--- src/rtl/receiver.sv ---
// UART-style serial receiver: 8N1 frames, CLKS_PER_BIT clocks per bit, one-byte output buffer
// with ack handshake, frame-error and overrun pulses.
module receiver #(
  parameter int unsigned CLKS_PER_BIT = 1
) (
  input  logic       clk,
  input  logic       reset,
  input  logic       RXD,
  output logic [0:7] rx_data,
  output logic       rx_valid,
  input  logic       rx_ack,
  output logic       rx_busy,
  output logic       frame_err,
  output logic       overrun
);

  localparam int unsigned HALF = (CLKS_PER_BIT - 1) / 2;
  localparam logic [7:0] HalfCnt = 8'(HALF);
  localparam logic [7:0] LastCnt = 8'(CLKS_PER_BIT - 1);
  localparam bit NoHalf = (HALF == 0);

  typedef enum logic [1:0] {StIdle, StStart, StData, StStop} state_e;

  state_e     state;
  logic       sync1;
  logic       srx;
  logic [7:0] cnt;
  logic [2:0] idx;
  logic [0:7] shift;

  always_comb begin
    rx_busy = (state != StIdle);
  end

  always_ff @(posedge clk or negedge reset) begin
    if (!reset) begin
      sync1     <= 1'b1;
      srx       <= 1'b1;
      state     <= StIdle;
      cnt       <= 8'd0;
      idx       <= 3'd0;
      shift     <= 8'h00;
      rx_data   <= 8'h00;
      rx_valid  <= 1'b0;
      frame_err <= 1'b0;
      overrun   <= 1'b0;
    end else begin
      sync1     <= RXD;
      srx       <= sync1;
      frame_err <= 1'b0;
      overrun   <= 1'b0;
      // Consumer ack; a completing frame below may re-assert rx_valid on the same edge.
      if (rx_valid && rx_ack) begin
        rx_valid <= 1'b0;
      end
      unique case (state)
        StIdle: begin
          if (!srx) begin
            idx <= 3'd0;
            if (NoHalf) begin
              state <= StData;
              cnt   <= 8'd0;
            end else begin
              state <= StStart;
              cnt   <= 8'd1;
            end
          end
        end
        StStart: begin
          if (cnt == HalfCnt) begin
            cnt <= 8'd0;
            idx <= 3'd0;
            state <= srx ? StIdle : StData;  // start bit gone by mid-bit: treat as a glitch
          end else begin
            cnt <= cnt + 8'd1;
          end
        end
        StData: begin
          if (cnt == LastCnt) begin
            shift[idx] <= srx;
            cnt        <= 8'd0;
            idx        <= idx + 3'd1;
            if (idx == 3'd7) begin
              state <= StStop;
            end
          end else begin
            cnt <= cnt + 8'd1;
          end
        end
        StStop: begin
          if (cnt == LastCnt) begin
            cnt   <= 8'd0;
            state <= StIdle;
            if (!srx) begin
              frame_err <= 1'b1;
            end else if (!rx_valid || rx_ack) begin
              rx_data  <= shift;
              rx_valid <= 1'b1;
            end else begin
              overrun <= 1'b1;
            end
          end else begin
            cnt <= cnt + 8'd1;
          end
        end
        default: state <= StIdle;
      endcase
    end
  end

endmodule

--- config.mk ---
export PLATFORM = sky130hd
export DESIGN_NAME = receiver
export DESIGN_NICKNAME = d
export VERILOG_FILES = /design/src/rtl/receiver.sv
export SDC_FILE = /design/constraint.sdc
export NUM_CORES = 1
export LEC_CHECK = 0
export BUFFER_PORTS_ARGS = -buffer_cell sky130_fd_sc_hd__buf_2
export CAP_MARGIN = 40
export CORE_AREA = 2 2 64 66
export DETAILED_ROUTE_END_ITERATION = 10
export DIE_AREA = 0 0 66 68
export SKIP_CTS_REPAIR_TIMING = 1
export SYNTH_ARGS = -nofsm -noshare
export SYNTH_HDL_FRONTEND = slang
export SYNTH_SLANG_ARGS = --single-unit
--- constraint.sdc ---
create_clock -name clk -period 2.7 [get_ports clk]
set_input_delay 0.54 -clock clk [delete_from_list [all_inputs] [get_ports clk]]
set_output_delay 0.54 -clock clk [all_outputs]
set_load 0.01 [all_outputs]
==> results.py <==
metrics = {
    "floorplan": {
        "die-height_um": 68,
        "initial_core_util_pct": 40.5,
        "pin_count": 16,
        "design.core.area_um2": 3860,
        "rows": 23,
        "die_x_um": 66,
        "die_area_um2": 4490,
    },
    "critical_path": {
        "end_kind": "flop",
        "cp.arrival_ns": 2.22,
        "max_stage_delay_ns": 0.45,
        "critPathSlowestCell": "and3_1",
        "crit_path_start_kind": "flop",
        "critPathRequiredTime_ns": 2.88,
        "rr_startpoint": "cnt[0]$_DFFE_PN0P_",
        "r2r_cells": 6,
        "r2r-end": "rx_data[6]$_DFFE_PN0P_",
        "path_max_fanout": 10,
        "path_cells": "inv_1 -> ha_1 -> nor4b_4 -> and3_1 -> nand4_4 -> mux2_2",
        "crit_type": "flop to flop",
        "r2r_slack_ns": 0.66,
    },
    "logic_synthesis": {
        "yosys_warnings": 0,
        "synth_cells": 130,
        "syn_area_um2": 1560,
        "synth.distinct_cells": 31,
        "ys_ff_latch": 34,
        "synth_fp_nets": 138,
        "syn_area_per_cell_um2": 12.0,
        "synth_seq_area_share_pct": 54.7,
    },
    "place": {
        "hpwl_um": 1990,
        "gp_congestion": 0.809,
        "portBuffers": 15,
    },
    "finish": {
        "diodes": 0,
        "nets": 155,
        "final_common_cell": "dfrtp_1",
        "final_cell_mix": "dfrtp_1, mux2_2, buf_2, nand2_1, nand3_1",
        "drive_above_1_share_pct": 31.1,
        "area_growth_pct": 14.4,
    },
    "sta": {
        "fin_crit_sh_pct": 75.6,
        "grt_setup_unrepaired": "false",
        "hold_viol_final": 0,
        "slew_violations": 0,
        "clock_skew_ns": 0.00597,
        "worstMarginPinSlew_ns": 0.824,
        "fin_crit_ns": 2.04,
        "relSlewSlack_pct": 45.1,
        "finalSetupViolCount": 0,
        "clock.fmax_ghz": 0.490,
        "tns_ns": 0,
    },
    "clock_network": {
        "clockBufferDepth": 2,
        "cts-buffers-inserted": 5,
        "clock-root-buffer": "clkbuf_8",
        "cts_tree": "done",
        "clock_latency_ns": 0.29,
        "clkTransAtPathRegs_ns": 0.07,
        "cts.sinks": 34,
        "htreeDepth": 2,
    },
    "routing": {
        "via_per_inst": 5.33,
        "drt-pass1-iter-count": 4,
        "ant_nets": 0,
        "drt-total-wl_um": 2850,
        "drtIter0Drc": 39,
        "num_vias": 1055,
        "drc": 0,
        "wl_per_cell_um": 14.4,
    },
    "pwr": {
        "clockPowerShare_pct": 26.7,
        "netSwitchingPower_uw": 545,
        "p_int_uw": 1210,
        "total_power_uw": 1760,
        "p_comb_share_pct": 28.1,
        "peakVddDrop_mv": 0.574,
        "sequentialPowerShare_pct": 45.3,
        "powerDensity_nw_per_um2": 985,
        "cellLeakagePower_uw": 0.000817,
        "p_sw_share_pct": 31.0,
    },
    "min_path": {
        "hold_path.class": "input pin to asynchronous set/reset pin",
    },
    "status": {
        "outcome": "complete, no violations",
    },
    "run": {
        "maxCapViolCount": 0,
    },
    "global_route": {
        "grt_pass1_wl_um": 4920,
        "overflow": 0,
        "antenna_found_initial": 0,
        "grt_pass1_vias": 991,
        "grt_max_degree": 35,
        "grt_use_total_pct": 15.1,
    },
}
power by group through the flow:
stage / registers (µW) / clock network, µW / logic [µW]
after global routing: 826 / 501 / 553
after global placement: 794 / 0 / 477
after CTS: 796 / 476 / 502
final: 795 / 469 / 493
after floorplan: 789 / 0 / 360
after detailed placement: 802 / 0 / 502
stage by stage:
stage | std cells | hold WS [ns] | utilization (%) | cell area, µm² | setup slack (ns)
5_1_grt | 198 | 0.333 | 46.3 | 1780 | 0.509
3_5_place_dp | 190 | 0.348 | 43.3 | 1670 | 0.664
6_report | 198 | 0.309 | 46.3 | 1780 | 0.660
3_3_place_gp | 190 | 0.347 | 43.3 | 1670 | 0.726
4_1_cts | 198 | 0.328 | 46.3 | 1780 | 0.658
2_1_floorplan | 130 | 0.244 | - | 1560 | 0.958
sequential cells by signal, indices dropped and copies added, names as in the netlist:
name / count
frame_err: 1
shift: 8
srx: 1
sync1: 1
cnt: 8
rx_data: 8
overrun: 1
idx: 3
rx_valid: 1
state: 2
cells by family after synthesis:
logic type               synth area share, %
AO/OA/AOI/OAI                           7.38
XOR/XNOR                               0.561
adder cells (fa/ha/maj)                 3.21
buffers and inverters                   2.97
flip-flops                              54.7
multiplexers                            13.6
AND/OR/NAND/NOR                         17.6
layout make-up:
class                      instances  area, µm²
timing repair buffer              15       75.1
tap                               50       62.6
sequential                        34        853
fill                             364       2070
clock buffer                       5       68.8
inverter                           5       18.8
multi-input combinational         86        661
clock inverter                     3       45.0
worst max path at each step:
stage                             end               start  depth (start not counted)  slack (ns)
6_report       rx_data[6]$_DFFE_PN0P_  cnt[0]$_DFFE_PN0P_                          6        0.66
5_1_grt        rx_data[7]$_DFFE_PN0P_  cnt[0]$_DFFE_PN0P_                          6        0.51
4_1_cts        rx_data[7]$_DFFE_PN0P_  cnt[0]$_DFFE_PN0P_                          6        0.66
3_5_place_dp   rx_data[6]$_DFFE_PN0P_  cnt[0]$_DFFE_PN0P_                          6        0.66
3_3_place_gp   rx_data[7]$_DFFE_PN0P_  cnt[0]$_DFFE_PN0P_                          6        0.73
2_1_floorplan  rx_data[0]$_DFFE_PN0P_  cnt[0]$_DFFE_PN0P_                          7        0.96
critical path: cells and delay by family (launching register included):
kind          cells  cell delay (ns)
buf+inv           1             0.09
flops             1             0.41
mux               1             0.33
fa+ha+maj         1             0.14
simple gates      3             0.95
metal layers:
layer	GRT usage, %	up-vias	share of wire (%)
li1	-	500	-
met1	20.3	531	48
met2	21.8	18	46
met5	0	-	0
met4	6.12	0	1.8
met3	6.09	6	4.5
synthesized netlist by cell type, drive strengths merged:
library cell / instances / area (µm²)
o21ai: 2 / 10.0
dfrtp: 32 / 801
o21a: 1 / 7.51
nor2: 5 / 18.8
buf: 2 / 16.3
nor2b: 1 / 6.26
nor4b: 1 / 23.8
xnor2: 1 / 8.76
and3: 3 / 18.8
clkbuf: 3 / 11.3
nand4b: 4 / 35.0
a211o: 1 / 8.76
a22o: 4 / 35.0
a21oi: 4 / 20.0
a31oi: 4 / 25.0
a41oi: 1 / 8.76
mux2: 18 / 203
nand2: 11 / 41.3
nand3: 6 / 30.0
nand4: 5 / 46.3
ha: 4 / 50.1
nor3: 3 / 15.0
nor4: 1 / 6.26
and2: 2 / 13.8
mux2i: 1 / 10.0
inv: 5 / 18.8
dfstp: 2 / 52.6
nand2b: 3 / 18.8
Power figures use the tool's default switching activity.
